[src/rtl/keypad_scanner.sv]
// N_LIN x N_COL matrix keypad scanner: one-cold column strobes, debounced press/release, row-major key code.
// Optional auto-repeat of key_valid while a key is held: define KEYPAD_REPEAT_EN.
module keypad_scanner #(
  parameter int unsigned N_LIN          = 4,
  parameter int unsigned N_COL          = 4,
  parameter int unsigned SCAN_CYCLES    = 300,
  parameter int unsigned DEBOUNCE_SCANS = 4,
  parameter int unsigned REPEAT_DELAY   = 32,
  parameter int unsigned REPEAT_RATE    = 8
) (
  input  logic                               clk,
  input  logic                               rst,
  input  logic [N_LIN-1:0]                   linhas,
  output logic [N_COL-1:0]                   colunas,
  output logic [$clog2(N_LIN*N_COL+1)-1:0]   key_code,
  output logic                               key_valid,
  output logic                               key_held,
  output logic [$clog2(N_COL)-1:0]           col_idx
);

  localparam int unsigned KW = $clog2(N_LIN * N_COL + 1);
  localparam int unsigned CW = $clog2(N_COL);
  localparam int unsigned RW = (N_LIN > 1) ? $clog2(N_LIN) : 1;
  localparam int unsigned DW = $clog2(SCAN_CYCLES);
  localparam int unsigned NW = $clog2(DEBOUNCE_SCANS + 1);
  localparam logic [KW-1:0] K_NULL = '1;

  if (N_LIN == 0 || N_COL < 2 || SCAN_CYCLES < 2 || DEBOUNCE_SCANS == 0 ||
      REPEAT_DELAY == 0 || REPEAT_RATE == 0) begin : g_bad_params
    $error("keypad_scanner: illegal parameter set");
  end

  typedef enum logic [1:0] {ST_SCAN, ST_DEBOUNCE, ST_PRESSED} state_t;

  state_t          state;
  logic [DW-1:0]   dwell;
  logic [NW-1:0]   deb;
  logic [RW-1:0]   lat_row;
  logic [CW-1:0]   lat_col;
  logic [RW-1:0]   low_row;
  logic            low_any;
  logic            sample;
  logic            row_hi;
  logic [CW-1:0]   col_nxt;
  logic            enter_press;
  logic            release_now;
  logic            advance;
  logic [KW-1:0]   press_code;

`ifdef KEYPAD_REPEAT_EN
  localparam int unsigned REP_MAX = (REPEAT_DELAY > REPEAT_RATE) ? REPEAT_DELAY : REPEAT_RATE;
  localparam int unsigned PW      = $clog2(REP_MAX + 1);
  logic [PW-1:0] rep_cnt;
  logic          rep_first;
`endif

  function automatic logic [KW-1:0] code_of(input logic [RW-1:0] r, input logic [CW-1:0] c);
    return KW'(KW'(r) * KW'(N_COL) + KW'(c));
  endfunction

  // Lowest-index active (low) row in the currently driven column.
  always_comb begin
    low_any = 1'b0;
    low_row = '0;
    for (int i = N_LIN - 1; i >= 0; i--) begin
      if (!linhas[i]) begin
        low_any = 1'b1;
        low_row = RW'(i);
      end
    end
  end

  assign sample      = (dwell == DW'(SCAN_CYCLES - 1));
  assign row_hi      = linhas[lat_row];
  assign col_nxt     = (col_idx == CW'(N_COL - 1)) ? '0 : col_idx + CW'(1);
  assign press_code  = (state == ST_SCAN) ? code_of(low_row, col_idx) : code_of(lat_row, lat_col);
  assign enter_press = sample &&
                       (((state == ST_SCAN) && low_any && (DEBOUNCE_SCANS == 1)) ||
                        ((state == ST_DEBOUNCE) && !row_hi && (deb == NW'(DEBOUNCE_SCANS - 1))));
  assign release_now = sample && (state == ST_PRESSED) && row_hi && (deb == NW'(DEBOUNCE_SCANS - 1));
  assign advance     = sample &&
                       (((state == ST_SCAN) && !low_any) ||
                        ((state == ST_DEBOUNCE) && row_hi) ||
                        release_now);

  // Scan/debounce/press FSM; all outputs registered. Later assignments override the case defaults.
  always_ff @(posedge clk) begin
    if (rst) begin
      state     <= ST_SCAN;
      dwell     <= '0;
      deb       <= '0;
      lat_row   <= '0;
      lat_col   <= '0;
      col_idx   <= '0;
      colunas   <= ~N_COL'(1);
      key_code  <= K_NULL;
      key_valid <= 1'b0;
      key_held  <= 1'b0;
`ifdef KEYPAD_REPEAT_EN
      rep_cnt   <= '0;
      rep_first <= 1'b1;
`endif
    end else begin
      key_valid <= 1'b0;
      dwell     <= sample ? '0 : dwell + DW'(1);
      if (sample) begin
        unique case (state)
          ST_SCAN: begin
            if (low_any) begin
              lat_row <= low_row;
              lat_col <= col_idx;
              deb     <= NW'(1);
              state   <= ST_DEBOUNCE;
            end
          end
          ST_DEBOUNCE: begin
            if (row_hi) state <= ST_SCAN;
            else        deb   <= deb + NW'(1);
          end
          ST_PRESSED: begin
            if (row_hi) deb <= deb + NW'(1);
            else        deb <= '0;
`ifdef KEYPAD_REPEAT_EN
            if (row_hi) begin
              rep_cnt   <= '0;
              rep_first <= 1'b1;
            end else if (rep_cnt + PW'(1) == (rep_first ? PW'(REPEAT_DELAY) : PW'(REPEAT_RATE))) begin
              key_valid <= 1'b1;
              rep_cnt   <= '0;
              rep_first <= 1'b0;
            end else begin
              rep_cnt <= rep_cnt + PW'(1);
            end
`endif
          end
          default: state <= ST_SCAN;
        endcase

        if (enter_press) begin
          state     <= ST_PRESSED;
          deb       <= '0;
          key_code  <= press_code;
          key_held  <= 1'b1;
          key_valid <= 1'b1;
`ifdef KEYPAD_REPEAT_EN
          rep_cnt   <= '0;
          rep_first <= 1'b1;
`endif
        end

        if (release_now) begin
          state    <= ST_SCAN;
          deb      <= '0;
          key_code <= K_NULL;
          key_held <= 1'b0;
        end

        if (advance) begin
          col_idx <= col_nxt;
          colunas <= ~(N_COL'(1) << col_nxt);
        end
      end
    end
  end

endmodule

[config.mk]
export PLATFORM = sky130hd
export DESIGN_NAME = keypad_scanner
export DESIGN_NICKNAME = d
export VERILOG_FILES = /design/src/rtl/keypad_scanner.sv
export SDC_FILE = /design/constraint.sdc
export NUM_CORES = 1
export LEC_CHECK = 0
export CAP_MARGIN = 20
export CORE_UTILIZATION = 40
export CTS_CLUSTER_SIZE = 16
export DETAILED_ROUTE_END_ITERATION = 12
export PLACE_DENSITY = 0.68
export SLEW_MARGIN = 0
export SYNTH_ARGS = -nofsm -noshare
export SYNTH_HDL_FRONTEND = slang
export SYNTH_SLANG_ARGS = --single-unit
[constraint.sdc]
create_clock -name clk -period 4.7 [get_ports clk]
set_clock_uncertainty 0.05 [all_clocks]
set_input_delay 0.94 -clock clk [delete_from_list [all_inputs] [get_ports clk]]
set_output_delay 0.94 -clock clk [all_outputs]
set_load 0.01 [all_outputs]
==> results of run 1 <==
==> cell families (layout without fill, tap and decap cells) <==
family / after synthesis / in the layout / share of synthesized area (%)
compound gates: 27 / 27 / 12.0
flops: 31 / 31 / 40.0
simple gates: 65 / 65 / 22.6
buf+inv: 18 / 37 / 4.52
fa+ha+maj: 12 / 12 / 9.68
mux: 10 / 10 / 7.26
xor+xnor: 7 / 7 / 3.95
==> cell type report <==
type	count	area share, %
repair buffers	18	9.77
inverters	11	2.24
well taps	48	3.26
flip-flops and latches	31	33.6
multi-input cells	121	46.7
clock buffers	7	4.14
clock inverters	1	0.271
==> cell usage in the layout (no fill, tap or decap), types with 2 or more instances in the layout <==
master	count
sky130_fd_sc_hd__nand4_1	4
sky130_fd_sc_hd__nand2_1	13
sky130_fd_sc_hd__nand3_1	8
sky130_fd_sc_hd__xor2_1	6
sky130_fd_sc_hd__o21a_1	2
sky130_fd_sc_hd__a31oi_1	4
sky130_fd_sc_hd__a211oi_1	2
sky130_fd_sc_hd__a21oi_1	3
sky130_fd_sc_hd__o211ai_1	3
sky130_fd_sc_hd__a21boi_0	2
sky130_fd_sc_hd__clkbuf_8	5
sky130_fd_sc_hd__nand2b_1	2
sky130_fd_sc_hd__nand4b_1	2
sky130_fd_sc_hd__nor2_1	19
sky130_fd_sc_hd__ha_1	12
sky130_fd_sc_hd__clkdlybuf4s50_1	18
sky130_fd_sc_hd__and2_1	3
sky130_fd_sc_hd__dfxtp_1	31
sky130_fd_sc_hd__inv_1	11
sky130_fd_sc_hd__nor3_1	4
sky130_fd_sc_hd__mux2i_1	9
sky130_fd_sc_hd__clkbuf_1	2
sky130_fd_sc_hd__o21ai_0	3
sky130_fd_sc_hd__nand3b_1	2
==> worst min-delay path by stage <==
stage          cells past startpoint  slack (ns)        start     endpoint
6_report                           2        0.40  key_code[4]  key_code[4]
5_1_grt                            2        0.44  key_code[4]  key_code[4]
4_1_cts                            2        0.40  key_code[4]  key_code[4]
3_5_place_dp                       2        0.39  key_code[4]  key_code[4]
3_3_place_gp                       2        0.39  key_code[4]  key_code[4]
2_1_floorplan                      1        0.39     dwell[0]     dwell[0]
==> power groups by stage <==
stage | combinational [mW] | clock (mW) | sequential [mW]
6_report | 0.0208 | 0.192 | 0.268
5_1_grt | 0.0234 | 0.213 | 0.268
4_1_cts | 0.0209 | 0.199 | 0.268
3_5_place_dp | 0.0208 | 0 | 0.274
3_3_place_gp | 0.0197 | 0 | 0.274
2_1_floorplan | 0.0121 | 0 | 0.273
==> worst min-delay path, cell delays in order (launching register included) <==
cell	delay, ns
sky130_fd_sc_hd__dfxtp_1	0.31
sky130_fd_sc_hd__nand2_1	0.05
sky130_fd_sc_hd__nand2_1	0.04
==> stage by stage <==
stage	power (mW)	setup slack, ns	hold slack, ns
global route	0.505	1.81	0.438
CTS	0.488	1.91	0.399
floorplan	0.285	2.28	0.392
detailed placement	0.295	1.62	0.390
finish	0.481	1.89	0.397
global placement	0.293	1.66	0.390
==> layer usage <==
metal / wire [um] / up-vias / global-route usage, %
met5: 0 / - / 0
met3: 75 / 4 / 3.75
met4: 33 / 0 / 7.22
li1: - / 631 / -
met2: 1670 / 12 / 30.7
met1: 1370 / 622 / 20.6
==> sequential cells by signal, indices dropped and copies added, names as in the netlist <==
register and cells:
deb 3, lat_col 2, lat_row 2, col_idx 2
dwell 9, key_held 1, colunas 4, key_code 5
state 2, key_valid 1
==> run summary, run 1 <==
### Floorplan
• 42.1% — starting density of the core
• 64.3 um — DIE HEIGHT
• 4130 um2 — Die Area
• 3690 um2 — area of the placeable core
• 64.3 um — die span in x
• 22 — num rows
• 19 — Top Ports

### Setup path
• 2.92 ns — signal arrival time at the worst endpoint
• sky130_fd_sc_hd__mux4_2 — slowest stage cell, crit path
• 2.39 ns — worst reg2reg setup slack
• 6 — worst reg2reg path depth
• key_code[3] — CP Capture Point
• multiplexers — CP top delay family
• 0.54 ns — slowest stage delay, CP
• dwell[0] — Worst R2R Start
• flop — kind of capture point of the worst setup path
• input port to flop — class of the most critical setup path
• linhas[0] — worst setup path startpoint
• 4.81 ns — CP Data Required Time
• col_idx[1] — end of the worst register-to-register path
• input port — kind of start point of the critical path
• 1 — sum of buffers and inverters on the critical path
• 5 — critical path depth
• clkdlybuf4s50_1, mux4_2, or3_4, a211o_1, a21o_1 — sequence of cells on the critical path
• 14 — Max Fanout on Critical Path

### Synth
• 0 — number of synthesized flops with an enable pin
• 1550 um2 — post-synthesis instance area
• sky130_fd_sc_hd__dfxtp_1 — largest area contributor in the netlist
• 41 — count of cell types in the netlist
• sky130_fd_sc_hd__dfxtp_1 — dominant synthesized flop cell
• 31 — post-synthesis register bit count
• 188 — number of nets in the synthesized netlist
• 170 — Syn Inst Count
• 40.0% — part of the Yosys area used for sequential elements
• sky130_fd_sc_hd__dfxtp_1, sky130_fd_sc_hd__nor2_1, sky130_fd_sc_hd__nand2_1 — Synth top cells by count
• 40.0% — area share of the leading cell type in the synthesized netlist
• 0 — Yosys Warn Count
• 0% — fraction of registers with async set/reset
• sky130_fd_sc_hd__dfxtp_1, sky130_fd_sc_hd__ha_1, sky130_fd_sc_hd__mux2i_1 — biggest area contributors in the synthesized netlist
• sky130_fd_sc_hd__dfxtp_1 — most frequent cell after synthesis
• 9.13 um2 — Avg Synthesized Cell Area

### CTS
• 0 — post_cts resized
• built — clock tree from TritonCTS
• 31 — number of sinks handled by clock tree synthesis
• 0 — number of buffers inserted for hold repair after clock tree synthesis
• 0.27 ns — Skew-Pair Late Insertion Delay
• 2 — # H-tree levels
• sky130_fd_sc_hd__clkbuf_8 — CTS Root Cell
• 0 — Post-CTS Setup Inserts
• 2 — maximum root-to-sink buffer count
• 5 — CTS Buf Count
• 0.06 ns — post-CTS clock slew at the launch and capture registers of the worst setup and hold paths

### Timing
• 0 — Setup-failing EPs final
• 0.838 ns — slew of the pin with the lowest slew margin
• 0.356 GHz — FMAX
• 2.81 ns — clock period minus final worst setup slack
• 0 — fin. max-slew vios
• no — RSZ-0062 raised after global routing
• 43.9% — Slew HR
• 0 ns — final-layout setup total negative slack
• 59.7% — ratio of final minimum period to clock period
• 0 — final hold violation count

### Detailed routing
• 1,269 — vias
• 0 — Routed Antenna Nets
• 4 — drt first pass iters
• 0 — Post-route DRC
• 3140 um — total routed wirelength
• 13.3 um — average wire length per cell after detail routing
• 67 — initial DRC count
• 5.35 — detail-routed via count per cell

### Place
• 0.840 — placer congestion estimate
• 18 — count of buffers from port buffering
• 229 — placed cell count
• 1760 um2 — Placed Area
• 2370 um — HPWL Detailed

### Power and ir drop
• 261 nW/um2 — cell area power density
• 163 uV — Peak VDD IR
• 0.104 mW — Switch Pwr
• 21.6% — switching power as a share of total power
• 4.3% — Combinational Power Share
• 0.730 nW — static leakage power
• 55.7% — Reg power frac
• 0.377 mW — Internal Dissipation
• 39.9% — clock network fraction of design power

### Run
• 0 — maximum capacitance violations

### Layout
• 0 — Antenna Diode Count
• 206 — NumNets Final
• 861 um2 — area taken by multi-input logic gates
• 342 — fill count
• 18.9% — area added between synthesis and finish
• 237 — final cell count without fillers
• 1840 um2 — finished layout cell area
• 5.29% — share of final-layout standard cells stronger than drive strength 1
• 50.0% — Final Core Density
• 621 um2 — Sequential Area

### Global routing
• 0 — antenna violations before repair
• 0 — gr ovfl total
• 22 — largest net degree at the start of global routing
• 1,331 — vias in the first global route
• 17.6% — global-route usage over all layers
• 5660 um — first-pass GRT wire length

### Outcome
• finished clean — status

### Min path
• flop to flop — Min-Delay Path Class

Note: power is estimated with default switching activity, not from simulation.
==> run 2: changes to the inputs <==
--- a/config.mk
+++ b/config.mk
@@ -9,7 +9,7 @@
 export CORE_UTILIZATION = 40
 export CTS_CLUSTER_SIZE = 16
 export DETAILED_ROUTE_END_ITERATION = 12
-export PLACE_DENSITY = 0.68
+export PLACE_DENSITY = 0.7
 export SLEW_MARGIN = 0
 export SYNTH_ARGS = -nofsm -noshare
 export SYNTH_HDL_FRONTEND = slang
==> constraint.sdc (replaced) <==
create_clock -name clk -period 2.5 [get_ports clk]
set_clock_uncertainty 0.05 [all_clocks]
set_input_delay 0.5 -clock clk [delete_from_list [all_inputs] [get_ports clk]]
set_output_delay 0.5 -clock clk [all_outputs]
set_load 0.01 [all_outputs]
==> run 2 against run 1 <==
Clock power increased by 100%. Cell count grew 2.1%. Count of clock-buffer cells in the layout down 1. Sequential cell count stayed put. Critical path type unchanged. Die area unchanged. Critical endpoint is now key_code[2]. Wire length increased by 2.8%. Register-to-register slack got worse by 2.0 ns. Combinational power up 110%. Via count about the same. Non-clock buffer count up 6.
==> run summary, run 2 (synthesis gave the netlist of run 1 again) <==
### Outcome
• finished clean — status

### Global routing
• 17.7% — global-route usage over all layers, +0.12 points
• 0 — gr ovfl total, unchanged
• 12 — largest net degree at the start of global routing, -45%
• 1,267 — vias in the first global route, -4.8%
• 5640 um — first-pass GRT wire length, -0.35%
• 0 — antenna violations before repair, unchanged

### Power and ir drop
• 491 nW/um2 — cell area power density, +88%
• 41.2% — clock network fraction of design power, +1.3 points
• 0.734 mW — Internal Dissipation, +94%
• 4.7% — Combinational Power Share, +0.4 points
• 0.197 mW — Switch Pwr, +90%
• 255 uV — Peak VDD IR, +57%
• 54.1% — Reg power frac, -1.6 points
• 0.764 nW — static leakage power, +4.6%
• 21.2% — switching power as a share of total power, -0.43 points

### Timing
• 88.6% — ratio of final minimum period to clock period
• 0 — Setup-failing EPs final, unchanged
• 0 ns — final-layout setup total negative slack, unchanged
• 0 — final hold violation count, unchanged
• 0.452 GHz — FMAX
• no — RSZ-0062 raised after global routing
• 71.9% — Slew HR, +28 points
• 0.420 ns — slew of the pin with the lowest slew margin, -0.418 ns
• 0 — fin. max-slew vios, unchanged
• 0.286 ns — final worst slack, -1.61 ns
• 2.21 ns — clock period minus final worst setup slack

### Layout
• dwell — Most flops, register
• 51.4% — Final Core Density, +1.4 points
• 8.76% — share of final-layout standard cells stronger than drive strength 1, +3.5 points
• sky130_fd_sc_hd__dfxtp_1, sky130_fd_sc_hd__nor2_1, sky130_fd_sc_hd__clkdlybuf4s50_1 — commonest cells after routing, fill and taps aside
• 212 — NumNets Final, +2.9%
• sky130_fd_sc_hd__dfxtp_1 — leading cell type in the layout, fill and taps excluded
• 22.2% — area added between synthesis and finish
• 364 — fill count, +6.4%
• 9 — flip-flop count of the largest register, all copies and words added, unchanged
• 0 — Antenna Diode Count, unchanged
• 242 — final cell count without fillers, +2.1%
• dwell x9, key_code x5, colunas x4 — biggest registers after layout

### CTS
• sky130_fd_sc_hd__clkbuf_8 — CTS Root Cell
• 2 — maximum root-to-sink buffer count, unchanged
• 0 — Post-CTS Setup Inserts, unchanged
• 2 — # H-tree levels, unchanged
• 0.28 ns — Skew-Pair Late Insertion Delay, about the same
• 5 — CTS Buf Count, unchanged
• 31 — number of sinks handled by clock tree synthesis, unchanged
• built — clock tree from TritonCTS
• 0 — post_cts resized, unchanged
• 0 — number of buffers inserted for hold repair after clock tree synthesis, unchanged
• 0.06 ns — post-CTS clock slew at the launch and capture registers of the worst setup and hold paths, about the same

### Setup path
• 2.37 ns — signal arrival time at the worst endpoint, -0.55 ns
• sky130_fd_sc_hd__mux4_2 — slowest stage cell, crit path
• 11 — Max Fanout on Critical Path, -3
• input port to flop — class of the most critical setup path
• input port — kind of start point of the critical path
• 2.66 ns — CP Data Required Time, -2.15 ns
• 0.51 ns — slowest stage delay, CP, -0.03 ns
• flop — kind of capture point of the worst setup path
• clkdlybuf4s50_1, mux4_2, or3_4, buf_4, and3b_1, o21ai_0 — sequence of cells on the critical path

### Place
• 0.796 — placer congestion estimate, -5.2%
• -0.0140 ns — Place WS, -1.63 ns
• 235 — placed cell count, +2.6%
• 18 — count of buffers from port buffering, unchanged
• 2440 um — HPWL Detailed, +2.9%

### Detailed routing
• 45 — initial DRC count, -33%
• 1,270 — vias, +0.079%
• 4 — drt first pass iters, unchanged
• 3230 um — total routed wirelength, +2.8%
• 13.3 um — average wire length per cell after detail routing, +0.64%
• 0 — Routed Antenna Nets, unchanged
• 0 — Post-route DRC, unchanged
• 5.25 — detail-routed via count per cell, -2.0%

### Floorplan
• 64.3 um — die span in x, unchanged
• 42.1% — starting density of the core, unchanged
• 4130 um2 — Die Area, unchanged
• 64.3 um — DIE HEIGHT, unchanged
• 22 — num rows, unchanged
• 19 — Top Ports, unchanged
• 3690 um2 — area of the placeable core, unchanged

### Run
• 0 — maximum capacitance violations, unchanged

### Min path
• flop to flop — Min-Delay Path Class

## run 2: stage by stage
step                      instance area (um2)  hold slack, ns  power, mW
final                                    1900           0.425      0.931
after global placement                   1810           0.399      0.555
after global routing                     1900           0.449      0.970
after detailed placement                 1810           0.395      0.558
after floorplan                          1550           0.392      0.536
after CTS                                1900           0.425      0.944
## run 2: worst paths after layout
path                                start     endpoint  slack, ns  cells after the start
worst max-delay path            linhas[0]  key_code[2]       0.29                      6
worst min-delay path             key_held     key_held       0.43                      2
worst max register to register   dwell[0]       deb[1]       0.42                      6
worst min register to register   key_held     key_held       0.43                      2
## run 2: power groups by stage
stage	clock [mW]	combinational (mW)	sequential (mW)
after detailed placement	0	0.0433	0.515
after global placement	0	0.0409	0.514
final	0.384	0.0435	0.504
after global routing	0.418	0.0482	0.504
after CTS	0.397	0.0435	0.504
after floorplan	0	0.0228	0.513
## run 2: final cells by class
cell class | instances | area [um2] | area share, %
clock buffer | 6 | 82.6 | 4.36
clock inverter | 1 | 5.00 | 0.264
inverter | 11 | 41.3 | 2.18
multi-input combinational | 121 | 861 | 45.4
sequential | 31 | 621 | 32.7
tap | 48 | 60.1 | 3.17
timing repair buffer | 24 | 225 | 11.9
## run 2: layer usage
layer / up-vias / share of wire (%) / track usage [%]
li1: 645 / - / -
met3: 6 / 3.6 / 4.29
met1: 592 / 45 / 20.8
met2: 27 / 50 / 30.7
met5: - / 0 / 0
met4: 0 / 1.3 / 6.67
## run 2: critical path, delay by kind of cell
kind / cells / cell delay, ns
compound gates: 1 / 0.14
simple gates: 2 / 0.57
buf+inv: 2 / 0.64
mux: 1 / 0.51
==> patch 1: new RTL, settings of run 2 <==
`SCAN_CYCLES`: 300 -> 600.
--- a/src/rtl/keypad_scanner.sv
+++ b/src/rtl/keypad_scanner.sv
@@ -5,3 +5,3 @@
   parameter int unsigned N_COL          = 4,
-  parameter int unsigned SCAN_CYCLES    = 300,
+  parameter int unsigned SCAN_CYCLES    = 600,
   parameter int unsigned DEBOUNCE_SCANS = 4,
Function: no difference found for any inputs over 10 cycles, from zero or initial values and one cycle with rst high; that may be too few to reach the edited logic, so the function may still have changed.
==> patch 1 against run 2 <==
  * Register-to-register slack got worse by 80 ps
  * Routed wire length is 2.4% lower
  * Setup slack worse by 1.9 ps
  * Global-route usage fell by 0.44 points
  * Area after synthesis fell by 0.16%
  * Sequential cell count grew 1
  * Highest routed layer unchanged
  * Power is 12% higher
  * Largest cell class unchanged
  * Final area increased by 1.5%
==> patch 1: results <==
group,metric,value,unit
run_status,run_status,"completed",
cells_and_area,layout_top_registers,"dwell (10), key_code (5), colunas (4)",
logic_synthesis,number_of_nets_produced_by_synthesis,187,
clock_tree,clk_path_buf_depth,2,
logic_synthesis,synthTopCellsByArea,"sky130_fd_sc_hd__dfxtp_1 (41%), sky130_fd_sc_hd__ha_1 (9.7%), sky130_fd_sc_hd__nor2_1 (4.4%), sky130_fd_sc_hd__a21oi_1 (3.6%), sky130_fd_sc_hd__xor2_1 (3.4%)",
grt,grtUsageTotal,0.172,
placement,dpl.hpwl,2.28,mm
clock_tree,cts_resized,0,
detailed_routing,drt_iter0_drc,64,
detailed_routing,routed_wl,3.15,mm
cells_and_area,drive_above_1_share,0.107,
power,p_leak,0.769,nW
timing,timing.slew.headroom,0.548,
setup_path,cp_max_fo,11,
logic_synthesis,synth_async_sr_flop_share,0,
logic_synthesis,yosysSeqAreaShare,0.414,
clock_tree,post_cts.repair.setup_buffers,0,
detailed_routing,vias_per_cell,5.29,
setup_path,critical_path_arrival,2360,ps
placement,portBuffers,18,
logic_synthesis,synth_top_flop_cell,"sky130_fd_sc_hd__dfxtp_1",
detailed_routing,number_of_iterations_in_the_first_detailed_routing_pass,4,
grt,wire_length_of_the_first_global_routing_pass,5.42,mm
logic_synthesis,yosys.cell_types.count,42,
clock_tree,htree_levels,2,
grt,grt_antenna_before_repair,0,
power,design_internal_power,0.000827,W
setup_path,cp_slowest_cell,"sky130_fd_sc_hd__nor2b_1",
cells_and_area,insertedDiodeCount,0,
clock_tree,clock-root-buffer,"sky130_fd_sc_hd__clkbuf_8",
setup_path,cpPeakStageDelay,560,ps
grt,grt_max_degree,22,
logic_synthesis,post_synth_most_frequent_cells,"sky130_fd_sc_hd__dfxtp_1 (32), sky130_fd_sc_hd__nor2_1 (18), sky130_fd_sc_hd__nand2_1 (13)",
logic_synthesis,ys.warnings.count,0,
placement,placement.cell_area,0.00181,mm^2
clock_tree,numCtsBuffers,5,
cells_and_area,finalNetCount,213,
power,max-vdd-ir-drop,0.412,mV
grt,vias_in_the_first_global_route,1305,
min_path,hold_path.class,"reg2reg",
placement,gp_routability_congestion,0.879,
clock_tree,cts.clk_slew.worst_paths,70,ps
clock_tree,clk-insertion-delay-late,280,ps
patch 1: cell count changes in the layout (fill, tap and decap cells not counted), sizes merged, moves of 2 or more:
cell / delta
a21boi: -2
nand4: -2
or3: -2
o41ai: +2
o21ai: -2
a21oi: +8
o32a: +3
and3: +3
mux2i: -6
patch 1: cell type report:
class / instances / area [um^2]
fillers: 361 / 1770
well taps: 48 / 60.1
inverters: 12 / 45.0
clock inverters: 3 / 42.5
clock buffers: 5 / 68.8
repair buffers: 24 / 225
multi-input cells: 120 / 841
flip-flops and latches: 32 / 641
patch 1: final timing paths:
kind / cells past startpoint / slack, ps / endpoint / from
setup / recovery: 6 / 280 / colunas[0] / linhas[0]
setup reg to reg: 6 / 340 / colunas[0] / dwell[0]
hold / removal: 2 / 400 / key_held / key_held
hold reg to reg: 2 / 400 / key_held / key_held
patch 1: cells by family (layout without fill, tap and decap cells):
group,Yosys count,after routing,share of synthesized area
simple gates,65,65,0.225
flops,32,32,0.414
xor+xnor,8,8,0.0452
compound gates,31,31,0.141
fa+ha+maj,12,12,0.0969
buf+inv,17,44,0.0436
mux,4,4,0.0339
patch 1: through the flow:
step,std cells,setup slack (ps),power [W],hold WS [ps]
4_1_cts,244,316,0.00106,411
3_3_place_gp,236,58.4,0.000566,377
5_1_grt,244,131,0.00108,434
6_report,244,284,0.00105,405
2_1_floorplan,169,580,0.000550,363
3_5_place_dp,236,1.74,0.000568,386
patch 1: metal layers:
metal,vias up,track usage,routed length (um),part of all wire
met5,-,0,0,0
met1,610,0.179,1350,0.43
met3,8,0.0429,112,0.036
li1,647,-,-,-
met2,26,0.311,1620,0.51
met4,0,0.103,68,0.022
patch 1: power groups by stage:
stage | Combinational [W] | Sequential (W) | Clock (W)
after floorplan | 0.0000220 | 0.000528 | 0
after global placement | 0.0000384 | 0.000528 | 0
after detailed placement | 0.0000398 | 0.000528 | 0
after CTS | 0.0000410 | 0.000517 | 0.000498
after global routing | 0.0000455 | 0.000517 | 0.000520
final | 0.0000409 | 0.000517 | 0.000489
patch 1: worst max-delay path: cells and delay by family:
family / cells / cell delay (ps)
and+or+nand+nor: 2 / 680
buffers and inverters: 1 / 530
AOI/OAI and AO/OA: 2 / 330
muxes: 1 / 320
==> patch 2: new RTL, settings of run 2 <==
Without the edit above. Add an input register stage for `linhas`, cleared by the reset; this delays it by one clock.
--- a/src/rtl/keypad_scanner.sv
+++ b/src/rtl/keypad_scanner.sv
@@ -26,2 +26,12 @@
   localparam logic [KW-1:0] K_NULL = '1;
+
+  logic [N_LIN-1:0] linhas_q;
+
+  always_ff @(posedge clk) begin
+    if (rst) begin
+      linhas_q <= '0;
+    end else begin
+      linhas_q <= linhas;
+    end
+  end
 
@@ -65,3 +75,3 @@
     for (int i = N_LIN - 1; i >= 0; i--) begin
-      if (!linhas[i]) begin
+      if (!linhas_q[i]) begin
         low_any = 1'b1;
@@ -73,3 +83,3 @@
   assign sample      = (dwell == DW'(SCAN_CYCLES - 1));
-  assign row_hi      = linhas[lat_row];
+  assign row_hi      = linhas_q[lat_row];
   assign col_nxt     = (col_idx == CW'(N_COL - 1)) ? '0 : col_idx + CW'(1);
Behaviour: no difference found for any inputs over 10 cycles, from zero or initial values and one cycle with rst high; that may be too few to reach the edited logic, so the function may still have changed.
==> patch 2 against run 2 <==
  * Routed wire length down 4.3%
  * Sequential cell count grew 4
  * Critical path depth is 1 lower
  * Final area grew 7.6%
  * Power up 21%
  * Setup slack improved by 130 ps
  * Area after synthesis is 9.9% higher
  * Worst hold slack got worse by 12 ps
  * Largest cell class unchanged
==> patch 2: results <==
group,metric,value,unit
run_status,run_status,"completed",
logic_synthesis,synth_compound_gate_area_share,0.138,
cells_and_area,number_of_fill_cells,404,
grt,global_route.usage.met2,0.214,
timing,tightest_slew,563,ps
detailed_routing,dr_wl_met2,1.23,mm
logic_synthesis,number_of_nets_produced_by_synthesis,203,
detailed_routing,routed_wl,3.09,mm
placement,post-place-ws,447,ps
logic_synthesis,post_synthesis_mux_area_share,0.0367,
power,max-vdd-ir-drop,0.311,mV
cells_and_area,register_area,701,um^2
cells_and_area,finalNetCount,224,
grt,globalRouteMet1Util,0.229,
grt,grtUsageTotal,0.159,
logic_synthesis,yosysSeqAreaShare,0.411,
power,switchingPower,0.000221,W
setup_path,r2r.worst_path.cells,5,
detailed_routing,route.layer.met1.wl,1.67,mm
grt,vias_in_the_first_global_route,1157,
logic_synthesis,synth.avg_cell_area,9.22,um^2
setup_path,critical_path_arrival,2210,ps
detailed_routing,vias,1297,
grt,grt_max_degree,17,
logic_synthesis,synthTopCellsByArea,"sky130_fd_sc_hd__dfxtp_1 (41%), sky130_fd_sc_hd__ha_1 (8.8%), sky130_fd_sc_hd__nor2_1 (4.8%), sky130_fd_sc_hd__nand2_1 (3.7%), sky130_fd_sc_hd__nand3_1 (3.2%)",
cells_and_area,layout_top_registers,"dwell (9), key_code (5)",
detailed_routing,dr_wl_met3,127,um
grt,grt_antenna_before_repair,0,
placement,gp_routability_congestion,0.828,
placement,dpl.hpwl,2.32,mm
logic_synthesis,post_synth_most_frequent_cells,"sky130_fd_sc_hd__dfxtp_1 (35), sky130_fd_sc_hd__nor2_1 (22), sky130_fd_sc_hd__nand2_1 (17)",
[patch 2: cell type report]
type / instances / area share
timing repair buffer: 19 / 0.0920
clock inverter: 2 / 0.0172
tap: 50 / 0.0307
inverter: 12 / 0.0221
clock buffer: 6 / 0.0405
multi-input combinational: 133 / 0.454
sequential: 35 / 0.344
[patch 2: kinds of logic (layout without fill, tap and decap cells)]
family	Yosys count	in the layout
xor+xnor	7	7
flops	35	35
simple gates	76	76
buf+inv	17	39
compound gates	33	33
fa+ha+maj	12	12
mux	5	5
[patch 2: path summary, 6_finish.rpt]
kind	startpoint	end	slack [ps]
setup / recovery	lat_row[0]	deb[2]	420
hold / removal	key_code[4]	key_code[4]	410
setup reg to reg	lat_row[0]	deb[2]	420
hold reg to reg	key_code[4]	key_code[4]	410
[patch 2: stage by stage]
| stage | hold WS (ps) | std cells | instance area, um^2 |
|---|---|---|---|
| global route | 436 | 257 | 2040 |
| detailed placement | 406 | 249 | 1920 |
| floorplan | 380 | 185 | 1710 |
| CTS | 417 | 257 | 2040 |
| finish | 413 | 257 | 2040 |
| global placement | 397 | 249 | 1920 |
[patch 2: worst max-delay path, stage by stage (launching register included)]
cell	delay, ps
sky130_fd_sc_hd__dfxtp_1	370
sky130_fd_sc_hd__mux4_2	610
sky130_fd_sc_hd__nand2_1	140
sky130_fd_sc_hd__a21o_1	320
sky130_fd_sc_hd__nand3b_1	160
sky130_fd_sc_hd__o41ai_1	330
[patch 2: power by group through the flow]
stage,Clock [W],Sequential (W),Combinational [W]
floorplan,0,0.000584,0.0000239
global placement,0,0.000585,0.0000344
detailed placement,0,0.000585,0.0000347
CTS,0.000532,0.000573,0.0000347
global route,0.000556,0.000574,0.0000392
finish,0.000517,0.000573,0.0000343
